### src/rtl/tmr_lane_monitor.sv
// Health monitor downstream of a 3-way majority voter: tracks per-lane mismatch runs
// and saturating error counts, cross-checks the voter and offers a clear handshake.

module tmr_lane_track #(
  parameter int FAULT_THRESH = 4,
  parameter int CNT_W        = 16
) (
  input  logic             clk,
  input  logic             rst,
  input  logic             i_clr,
  input  logic             i_valid,
  input  logic             i_mis,
  output logic [CNT_W-1:0] o_cnt,
  output logic             o_fault,
  output logic             o_fault_next
);
  typedef enum logic [1:0] {L_OK, L_SUSPECT, L_FAULTY} lane_state_t;

  localparam logic [CNT_W-1:0] CNT_MAX = {CNT_W{1'b1}};
  localparam logic [7:0]       THRESH8 = 8'(FAULT_THRESH);

  lane_state_t      r_state, w_state_next;
  logic [7:0]       r_run, w_run_next;
  logic [CNT_W-1:0] r_cnt, w_cnt_next;
  logic             r_fault;

  always_comb begin
    w_state_next = r_state;
    w_run_next   = r_run;
    w_cnt_next   = r_cnt;
    if (i_clr) begin
      w_state_next = L_OK;
      w_run_next   = 8'd0;
      w_cnt_next   = '0;
    end else if (i_valid) begin
      if (i_mis && r_cnt != CNT_MAX) w_cnt_next = r_cnt + CNT_W'(1);
      case (r_state)
        L_OK: begin
          if (i_mis) begin
            w_run_next   = 8'd1;
            w_state_next = (FAULT_THRESH == 1) ? L_FAULTY : L_SUSPECT;
          end
        end
        L_SUSPECT: begin
          if (i_mis) begin
            w_run_next = r_run + 8'd1;
            if (r_run + 8'd1 >= THRESH8) w_state_next = L_FAULTY;
          end else begin
            w_run_next   = 8'd0;
            w_state_next = L_OK;
          end
        end
        // Sticky: only a clear or reset leaves FAULTY.
        L_FAULTY: w_state_next = L_FAULTY;
        default:  w_state_next = L_OK;
      endcase
    end
  end

  assign o_fault_next = (w_state_next == L_FAULTY);

  always_ff @(posedge clk) begin
    if (rst) begin
      r_state <= L_OK;
      r_run   <= 8'd0;
      r_cnt   <= '0;
      r_fault <= 1'b0;
    end else begin
      r_state <= w_state_next;
      r_run   <= w_run_next;
      r_cnt   <= w_cnt_next;
      r_fault <= o_fault_next;
    end
  end

  assign o_cnt   = r_cnt;
  assign o_fault = r_fault;
endmodule

module tmr_lane_monitor #(
  parameter int WIDTH        = 1,
  parameter int FAULT_THRESH = 4,
  parameter int CNT_W        = 16
) (
  input  logic             clk,
  input  logic             rst,
  input  logic             valid_in,
  input  logic [WIDTH-1:0] lane_a,
  input  logic [WIDTH-1:0] lane_b,
  input  logic [WIDTH-1:0] lane_c,
  input  logic [WIDTH-1:0] voted,
  input  logic             clr_req,
  output logic             clr_ack,
  output logic [2:0]       lane_fault,
  output logic             degraded,
  output logic             voter_err,
  output logic [CNT_W-1:0] err_cnt_a,
  output logic [CNT_W-1:0] err_cnt_b,
  output logic [CNT_W-1:0] err_cnt_c
);
  typedef enum logic [1:0] {C_IDLE, C_ACK, C_WAIT} clr_state_t;

  clr_state_t       r_cstate;
  logic             r_clr_ack;
  logic             r_voter_err;
  logic             r_degraded;
  logic             w_clr;
  logic [WIDTH-1:0] w_lane [3];
  logic [WIDTH-1:0] w_ref;
  logic [2:0]       w_mis;
  logic [2:0]       w_fault;
  logic [2:0]       w_fault_next;
  logic [CNT_W-1:0] w_cnt [3];

  // A clear fires only from IDLE, and it overrides any sample taken in the same cycle.
  assign w_clr = (r_cstate == C_IDLE) && clr_req;

  assign w_lane[0] = lane_a;
  assign w_lane[1] = lane_b;
  assign w_lane[2] = lane_c;
  assign w_ref     = (lane_a & lane_b) | (lane_b & lane_c) | (lane_c & lane_a);

  generate
    for (genvar gi = 0; gi < 3; gi++) begin : g_lane
      assign w_mis[gi] = valid_in && (w_lane[gi] != voted);
      tmr_lane_track #(
        .FAULT_THRESH(FAULT_THRESH),
        .CNT_W       (CNT_W)
      ) u_track (
        .clk         (clk),
        .rst         (rst),
        .i_clr       (w_clr),
        .i_valid     (valid_in),
        .i_mis       (w_mis[gi]),
        .o_cnt       (w_cnt[gi]),
        .o_fault     (w_fault[gi]),
        .o_fault_next(w_fault_next[gi])
      );
    end
  endgenerate

  always_ff @(posedge clk) begin
    if (rst) begin
      r_cstate    <= C_IDLE;
      r_clr_ack   <= 1'b0;
      r_voter_err <= 1'b0;
      r_degraded  <= 1'b0;
    end else begin
      case (r_cstate)
        C_IDLE: begin
          if (clr_req) begin
            r_clr_ack <= 1'b1;
            r_cstate  <= C_ACK;
          end
        end
        C_ACK: begin
          r_clr_ack <= 1'b0;
          r_cstate  <= C_WAIT;
        end
        C_WAIT: begin
          if (!clr_req) r_cstate <= C_IDLE;
        end
        default: begin
          r_clr_ack <= 1'b0;
          r_cstate  <= C_IDLE;
        end
      endcase

      if (w_clr)                            r_voter_err <= 1'b0;
      else if (valid_in && w_ref != voted)  r_voter_err <= 1'b1;

      r_degraded <= (w_fault_next[0] & w_fault_next[1]) |
                    (w_fault_next[1] & w_fault_next[2]) |
                    (w_fault_next[0] & w_fault_next[2]);
    end
  end

  assign clr_ack    = r_clr_ack;
  assign lane_fault = w_fault;
  assign degraded   = r_degraded;
  assign voter_err  = r_voter_err;
  assign err_cnt_a  = w_cnt[0];
  assign err_cnt_b  = w_cnt[1];
  assign err_cnt_c  = w_cnt[2];
endmodule

### config.mk
export PLATFORM = sky130hd
export DESIGN_NAME = tmr_lane_monitor
export DESIGN_NICKNAME = d
export VERILOG_FILES = /design/src/rtl/tmr_lane_monitor.sv
export SDC_FILE = /design/constraint.sdc
export NUM_CORES = 1
export LEC_CHECK = 0
export CORE_MARGIN = 3
export CORE_UTILIZATION = 54
export DETAILED_ROUTE_END_ITERATION = 10
export PLACE_DENSITY = 0.82
export SLEW_MARGIN = 10
export SYNTH_ARGS = -nofsm -noshare
export SYNTH_HDL_FRONTEND = slang
export SYNTH_SLANG_ARGS = --single-unit
### constraint.sdc
create_clock -name clk -period 2.65 [get_ports clk]
set_input_delay 0.6625 -clock clk [delete_from_list [all_inputs] [get_ports clk]]
set_output_delay 0.6625 -clock clk [all_outputs]
set_load 0.1 [all_outputs]
== Yosys cells after proc, flatten, opt, wreduce, memory -nomap -nowiden ==
Cells that the tools add are included.

* Word-level logic and storage cells: 115
* Bits in latches: 0
* Memory bits (writable): 0
* ROM bits: 0
* Output and inout port bits: 54
* Memories: 0
* Input bits: 8
* Register bits after elaboration: 86

* $lt $le $gt $ge: 3
* Multiply operators: 0
* Shift operators: 0
* Mux-type cells: 32
* Bitwise logic cells: 11
* $add $sub $neg: 6
* Div/mod/pow operators: 0
* Equality and inequality tests: 23
* Reduce and logical (&&, ||, !) cells: 24

{| class="wikitable"
|+ Operators with widths
! cell !! number
|-
| $add 16x1->16 const B || 3
|-
| $mux 8 || 6
|-
| $ne 16x16->1 const B || 3
|-
| $pmux 8 s2 || 3
|-
| $mux 2 || 17
|-
| $add 8x1->8 const B || 3
|-
| $ge 8x3->1 const B || 3
|-
| $pmux 2 s3 || 4
|-
| $eq 2x2->1 const B || 7
|-
| $reduce_and 2->1 || 5
|-
| $reduce_and 3->1 || 3
|-
| $eq 2x1->1 const B || 4
|-
| $logic_and 1x1->1 || 8
|-
| $logic_not 2->1 || 4
|-
| $and 1x1->1 || 6
|-
| $ne 2x1->1 const B || 3
|-
| $reduce_bool 2->1 || 3
|-
| $ne 1x1->1 || 4
|-
| $ne 2x2->1 const B || 2
|-
| $or 1x1->1 || 4
|-
| $pmux 1 s2 || 1
|-
| $reduce_or 2->1 || 1
|-
| $mux 1 || 1
|-
| $not 1->1 || 1
|}

== Logic depth before layout (Yosys ltp) ==
* Depth after elaboration: 11
* Gate-level depth with buffers: 8
* Gate-level depth less buffers: 7

== Hierarchy ==
From an unflattened synthesis, not the netlist that was laid out.

* Cells, all modules: 546
* Area total of the unflattened synthesis: 4468.0 um^2

{| class="wikitable"
|+ By module, submodules not included
! module !! area an instance (um^2) !! times used !! cells an instance !! sequential area each (um^2)
|-
| tmr_lane_track at g_lane[0].u_track ... || 1412.6 || 2 || 174 || 540.5
|-
| tmr_lane_track at g_lane[2].u_track || 1386.3 || 1 || 168 || 540.5
|-
| tmr_lane_monitor || 256.5 || 1 || 30 || 100.1
|}

== Worst setup path after synthesis ==
OpenSTA, ideal clock, no wires.

* Path kind: reg2reg
* Start point: reg g_lane[0].u_track.r_cnt[0]
* End point: reg g_lane[0].u_track.r_cnt[6]
* Arrival: 2.543 ns
* Setup time: 0.128 ns
* Path slack: -0.021 ns
* Period minus slack after synthesis: 2.671 ns
* Path buffers: 1
* Stages on the path, launching flop included: 9
* Required time: 2.522 ns
* Cell sequence: dfxtp_1 > ha_1 > nand2_1 > or3_1 > o21bai_2 > buf_2 > nor3_1 > xnor2_1 > nor2_1

* Cells in the longest elaborated chain, start to end: 3
* Elaborated cells between the ends (all ways): 4
* Those cells by class: add/sub: 1; eq/ne: 1; reduce/logical: 2

{| class="wikitable"
|+ RTL lines
! element !! line !! source
|-
| start, declared || 24 || <nowiki>logic [CNT_W-1:0] r_cnt, w_cnt_next;</nowiki>
|-
| start signal, assigned || 71 || <nowiki>r_cnt <= w_cnt_next;</nowiki>
|-
| branches (longest 3 deep; another with $add 16x1->16) || - ||
|}

Parallel ways; which one is timed is not known.
A chain may end at the register's enable or synchronous reset.

== Final worst setup path ==
* Start point: in voted
* End point: reg g_lane[2].u_track.r_cnt[10]

* Cells in the longest elaborated chain, start to end: 4

{| class="wikitable"
|+ RTL lines
! element !! line !! source
|-
| start, declared || 91 || <nowiki>input logic [WIDTH-1:0] voted,</nowiki>
|-
| $ne 1x1->1 || 125 || <nowiki>assign w_mis[gi] = valid_in && (w_lane[gi] != voted);</nowiki>
|-
| $logic_and 1x1->1 || 125 ||
|-
| $logic_and 1x1->1 || 36 || <nowiki>if (i_mis && r_cnt != CNT_MAX) w_cnt_next = r_cnt + CNT_W'(1);</nowiki>
|-
| $reduce_and 2->1 (no source line) || - ||
|-
| end signal, assigned || 71 ||
|-
| end, declared || 24 ||
|}

No other way between the ends.

==> impl_results.rst <==
.. list-table::
   :header-rows: 1

   * - Metric
     - Value
   * - Avg Cell Area, Syn
     - 8.32 um2
   * - Dominant synthesized flop cell
     - sky130_fd_sc_hd__dfxtp_1
   * - Setup Skew
     - 0.00817 ns
   * - Register area share after synthesis
     - between 40% and 50%
   * - Worst setup path class
     - input pin to register
   * - Number of clock sinks
     - 86
   * - Number of buffers added for setup after CTS
     - 0
   * - Worst rel slew slack
     - 68.0%
   * - Global router's overall resource usage
     - 21.4%
   * - Count of antenna diodes in the layout
     - 0
   * - Signal arrival time at the worst endpoint
     - 2.65 ns
   * - Worst slew pin tran
     - 0.477 ns
   * - Netlist cell types
     - 54
   * - Compound-gate portion of the synthesized area
     - 14.7%
   * - Number of inserted filler cells in the final layout
     - 620
   * - Endpoint of the most critical setup path
     - g_lane[2].u_track.o_cnt[10]$_SDFFE_PP0P_
   * - Period utilisation layout
     - 89.2%
   * - Clock tree from TritonCTS
     - yes
   * - Number of buffers inserted for hold repair after clock tree synthesis
     - 0
   * - DRC violation count after routing
     - 0
   * - Min Clock Period, post-route
     - 2.36 ns
   * - Final Instance Count excl. Fillers
     - 685
   * - Antenna violations before repair
     - 0
   * - Origin of the critical flop-to-flop path
     - g_lane[2].u_track.r_run[0]$_SDFFE_PP0P_
   * - Worst reg2reg path endpoint
     - degraded$_SDFF_PP0_
   * - Die extent in x
     - 94.4 um
   * - I/O pin total
     - 62
   * - Total global routing overflow
     - 0
   * - Largest family of logic cells by synthesized area
     - simple AND/OR/NAND/NOR gates
   * - DRT antenna net count
     - 0
   * - Most repeated cell in the gate-level netlist after synthesis
     - sky130_fd_sc_hd__dfxtp_1
   * - Net count of the mapped netlist
     - 521
   * - Worst skew pair latency
     - 0.35 ns
   * - Count of input and output buffers
     - 61
   * - Pin count of the biggest net entering global routing
     - 27
   * - Cells on worst reg2reg path
     - 6
   * - Cell row count
     - 31
   * - Number of vias per cell after detailed routing
     - 5.54
   * - Peak supply drop
     - 0.000357 V
   * - Placer Congestion
     - 0.834
   * - Setup repair after global routing missed its margin
     - no
   * - Synth top area share
     - 40.8%
   * - YS warnings
     - 0
   * - Area growth, synth to finish
     - 21.2%
   * - Synth area leader
     - sky130_fd_sc_hd__dfxtp_1
   * - Top post-synthesis cells by count
     - sky130_fd_sc_hd__dfxtp_1 (86), sky130_fd_sc_hd__nor2_1 (81), sky130_fd_sc_hd__nand2_1 (41), sky130_fd_sc_hd__a21oi_1 (36), sky130_fd_sc_hd__xnor2_1 (26)
   * - Number of clock buffers inserted by TritonCTS
     - 9
   * - Top cells by area, synth
     - sky130_fd_sc_hd__dfxtp_1 (41%), sky130_fd_sc_hd__nor2_1 (7.2%), sky130_fd_sc_hd__xnor2_1 (5.4%)
   * - Post-synthesis share of cell area spent on xor and xnor gates
     - 10.6%
   * - Flop-to-flop setup slack
     - 0.62 ns
   * - Post-synth EDFFs
     - 0
   * - Cell Area, Synth
     - 4220 um2
   * - Result of the run
     - completed
   * - Nets
     - 596
   * - CTS clock-pin slew for the worst setup and hold paths
     - 0.08 ns
   * - Element type at the critical path start
     - input pin
   * - Share of synthesized cell area in full adder, half adder and majority cells
     - under 10%
   * - Die Y-Extent
     - 94.4 um
   * - Half-perimeter wire length after placement
     - 6.55 mm
   * - Max frequency
     - 0.423 GHz
   * - Fraction of layout instances using a drive strength above 1
     - 18.3%
   * - Max cap viols
     - 0
   * - CP startpoint
     - voted
   * - Area of the core
     - 7410 um2
   * - Clock root buffer
     - sky130_fd_sc_hd__clkbuf_8
   * - Register bit total from synthesis
     - between 80 and 90
   * - Tightest hold margin
     - 0.470 ns
   * - Global-route wire length before repair
     - 15.5 mm
   * - Worst setup EP type
     - register
   * - Routed len/inst
     - between 10 and 15 um
   * - Fin. max-slew vios
     - 0
   * - Count of vias placed by the detailed router
     - 3796
   * - PD cells
     - 479 nW/um2
   * - Number of H-tree branching levels
     - 3
   * - Final Hold Viols
     - 0
   * - Mux cell area share after synthesis
     - 1.19%
   * - Die outline area
     - 8900 um2
   * - Leakage power summed over all cells
     - 1.96 nW
   * - Initial drt markers
     - roughly 170
   * - Worst hold-check path type
     - register to register
   * - Number of global-route vias before repair
     - roughly 3.7k
   * - Required time worst endpoint
     - approximately 3 ns
   * - Instance count after placement with tap cells included
     - 670
   * - Starting utilization of the core area
     - 56.9%
   * - Largest fanout on the critical path
     - 5
   * - Router iterations before antenna repair
     - 4
   * - Syn Inst Count
     - ~510
   * - Total detailed-routing wirelength
     - ~9.1 mm
   * - Asr flop ratio synth
     - 0%
   * - Simple-gate share of the synthesized area
     - 27.4%
   * - Clock Path Buffers
     - 2
   * - Total setup violations reported at the end of the flow
     - 0
   * - Post-CTS resize count
     - 0
[worst min path at each step]
stage / startpoint / to / depth (start not counted)
6_report: r_cstate[0]$_SDFFE_PP0P_ / clr_ack$_SDFFE_PP0P_ / 1
2_1_floorplan: r_cstate[0]$_SDFFE_PP0P_ / clr_ack$_SDFFE_PP0P_ / 1
4_1_cts: r_cstate[0]$_SDFFE_PP0P_ / clr_ack$_SDFFE_PP0P_ / 1
3_5_place_dp: r_cstate[0]$_SDFFE_PP0P_ / clr_ack$_SDFFE_PP0P_ / 1
5_1_grt: r_cstate[0]$_SDFFE_PP0P_ / clr_ack$_SDFFE_PP0P_ / 1
3_3_place_gp: r_cstate[0]$_SDFFE_PP0P_ / clr_ack$_SDFFE_PP0P_ / 1
[placed cells by master (no fill, tap or decap), drive strengths merged, types with 3 or more instances in the layout]
cell and count:
a211o 8, a21o 7, a21oi 36, a22oi 7
a31oi 3, and2 9, and2b 3, and3 9
and4 8, buf 76, clkbuf 11, clkdlybuf4s50 7
dfxtp 86, ha 6, inv 10, mux2i 5
nand2 41, nand2b 4, nand3 21, nand3b 4
nand4 13, nor2 81, nor2b 3, nor3 12
nor3b 3, nor4 9, o21ai 21, or2 5
or3 6, xnor2 26, xor2 25
[per-stage QoR]
stage | total power [mW] | utilization, % | area, um2 | setup WS (ns) | setup TNS (ns)
finish | 2.45 | 69.0 | 5110 | 0.287 | 0
global route | 2.56 | 69.0 | 5110 | 0.114 | 0
CTS | 2.48 | 69.0 | 5110 | 0.306 | 0
detailed placement | 1.58 | 66.5 | 4920 | -0.0431 | -0.148
global placement | 1.58 | 66.5 | 4920 | 0.0117 | 0
floorplan | 1.50 | - | 4220 | 0.0400 | 0
[metal layers]
layer / share of wire, % / GRT usage, % / vias to the layer above
met5: 0 / 0 / -
met4: 2.1 / 8.90 / 0
met3: 3.6 / 5.26 / 22
met2: 49 / 37.4 / 66
met1: 45 / 25.1 / 1782
li1: - / - / 1926
[state kept, by name, summed over array words and instances, names as in the netlist]
name / flops
clr_ack: 1
degraded: 1
g_lane.u_track.o_cnt: 48
g_lane.u_track.o_fault: 3
g_lane.u_track.r_run: 24
g_lane.u_track.r_state: 6
r_cstate: 2
voter_err: 1
[logic make-up (layout without fill, tap and decap cells)]
kind of cell,count (synthesis),in the layout
flip-flops,86,86
multiplexers,5,5
buffers and inverters,29,108
adder cells (fa/ha/maj),7,7
AO/OA/AOI/OAI,96,96
AND/OR/NAND/NOR,233,233
XOR/XNOR,51,51
[report_power, final]
part	switching, mW	internal, mW	leakage [nW]	total, mW
clock network	0.444	0.453	0.0952	0.897
logic	0.147	0.0872	1.17	0.234
registers	0.0151	1.30	0.695	1.32
[final cells by class]
| type | count | area, um2 | share of cell area, % |
|---|---|---|---|
| clock inverter | 4 | 47.5 | 0.930 |
| sequential | 86 | 1720 | 33.7 |
| timing repair buffer | 83 | 678 | 13.3 |
| tap | 99 | 124 | 2.42 |
| inverter | 10 | 37.5 | 0.734 |
| multi-input combinational | 392 | 2360 | 46.2 |
| clock buffer | 11 | 141 | 2.77 |
[critical path: stages]
cell and delay [ns]:
sky130_fd_sc_hd__clkdlybuf4s50_1 0.62, sky130_fd_sc_hd__xor2_1 0.25, sky130_fd_sc_hd__nand2_1 0.16, sky130_fd_sc_hd__buf_4 0.17, sky130_fd_sc_hd__a211o_1 0.28, sky130_fd_sc_hd__or3_1 0.35, sky130_fd_sc_hd__a21oi_1 0.15
Note: power is estimated with default switching activity, not from simulation.
==> RTL change (config.mk and constraints unchanged) <==
`CNT_W` is set to 16 in 2 places; all go to 32.
--- a/src/rtl/tmr_lane_monitor.sv
+++ b/src/rtl/tmr_lane_monitor.sv
@@ -3,7 +3,7 @@
 
 module tmr_lane_track #(
   parameter int FAULT_THRESH = 4,
-  parameter int CNT_W        = 16
+  parameter int CNT_W        = 32
 ) (
   input  logic             clk,
   input  logic             rst,
@@ -80,7 +80,7 @@
 module tmr_lane_monitor #(
   parameter int WIDTH        = 1,
   parameter int FAULT_THRESH = 4,
-  parameter int CNT_W        = 16
+  parameter int CNT_W        = 32
 ) (
   input  logic             clk,
   input  logic             rst,
Ports: changed (resized err_cnt_a, err_cnt_b and err_cnt_c); port bits go from 62 to 110. No check against the original RTL was run, so the function may have changed too.
==> RTL change against the unedited design <==
Maximum frequency shrank 3.2%; wire length grew 77%; sequential cell count grew 48; design area grew 63%; worst setup slack lost 78 ps; die area grew 51%; total power grew 82%; critical endpoint is now g_lane[2].u_track.o_cnt[31]$_SDFFE_PP0P_; area after synthesis grew 55%; critical path type unchanged.
==> RTL change: results <==
[power]
p_seq_mw = 2.05
ir_worst_vdd_mv = 0.363
clockPowerShare_pct = 48.8
p_leak_nw = 3.05
p_seq_share_pct = 45.8

[layout]
largest_register_ffs = 96
fill_cells = 895
multi_input_area_share_pct = 44.2
layout.comb_gates.multi_input = 615
nonClockBufferCount = 146
final-clk-cell-share_pct = 6.48
final_layout_size_suffix_gt1_share_pct = 23.8

[detailed_routing]
wl_per_cell_um = 14.8
first_pass_iters = 5

[sta]
finalClockSkew_ps = 6.26
worst_pin_slew_ps = 655

[logic_synthesis]
synth_fp_nets = 811
synth_common_cells = "dfxtp_1, nor2_1, nand2_1"
ys_seq_area_share_pct = 40.9

[placed_design]
io_buffers = 109
globalplace.congestion = 0.895
placed_area_um2 = 7780

[cts]
numCtsBuffers = 17
clk_pin_slew_ps = 50
cts-htree-levels = 4

[critical_path]
arrival_ps = 2740

[min_path]
min-delay-start = "clr_ack$_SDFFE_PP0P_"

[status]
status = "finished, final reports clean"

[global_routing]
track_usage_pct = 24.2
RTL change: changes by cell type in the layout (fill, tap and decap cells not counted), sizes merged, moves of 8 or more:
cell | before | now
nor4b | 0 | 12
clkbuf | 11 | 24
xnor2 | 26 | 52
nand3 | 21 | 47
or3 | 6 | 27
nor2 | 81 | 120
nor3 | 12 | 27
nand4 | 13 | 29
buf | 76 | 139
dfxtp | 86 | 134
o21ai | 21 | 40
a21oi | 36 | 44
nand2 | 41 | 61
RTL change: per-layer routing:
metal / up-vias / part of all wire (%) / global-route usage (%)
met4: 0 / 1.7 / 9.28
met2: 163 / 50 / 40.4
met1: 2980 / 43 / 29.5
li1: 3112 / - / -
met5: - / 0 / 0
met3: 29 / 5.4 / 6.94
RTL change: kinds of logic after synthesis:
kind of cell	after synthesis	synth area share, %
buffers and inverters	48	3.04
muxes	3	0.477
adders and majority gates	7	1.30
xor gates and xnor gates	83	11.3
AOI/OAI and AO/OA	126	11.5
and+or+nand+nor	396	31.4
DFF	134	40.9
RTL change: final timing paths:
kind                                                            endpoint  cells after the start  slack (ps)
worst max-delay path            g_lane[2].u_track.o_cnt[31]$_SDFFE_PP0P_                      7         210
worst min-delay path                                clr_ack$_SDFFE_PP0P_                      2         470
worst max register to register  g_lane[2].u_track.o_cnt[31]$_SDFFE_PP0P_                      6         400
worst min register to register                      clr_ack$_SDFFE_PP0P_                      2         470
RTL change: stage by stage:
stage	hold slack, ps	utilization, %
3_3_place_gp	452	67.0
4_1_cts	476	71.6
6_report	472	71.6
3_5_place_dp	465	67.0
5_1_grt	500	71.6
2_1_floorplan	443	-
RTL change: critical path, delay by kind of cell:
| family | cells | cell delay [ps] |
|---|---|---|
| xor gates and xnor gates | 2 | 390 |
| buffers and inverters | 1 | 610 |
| and+or+nand+nor | 4 | 1070 |
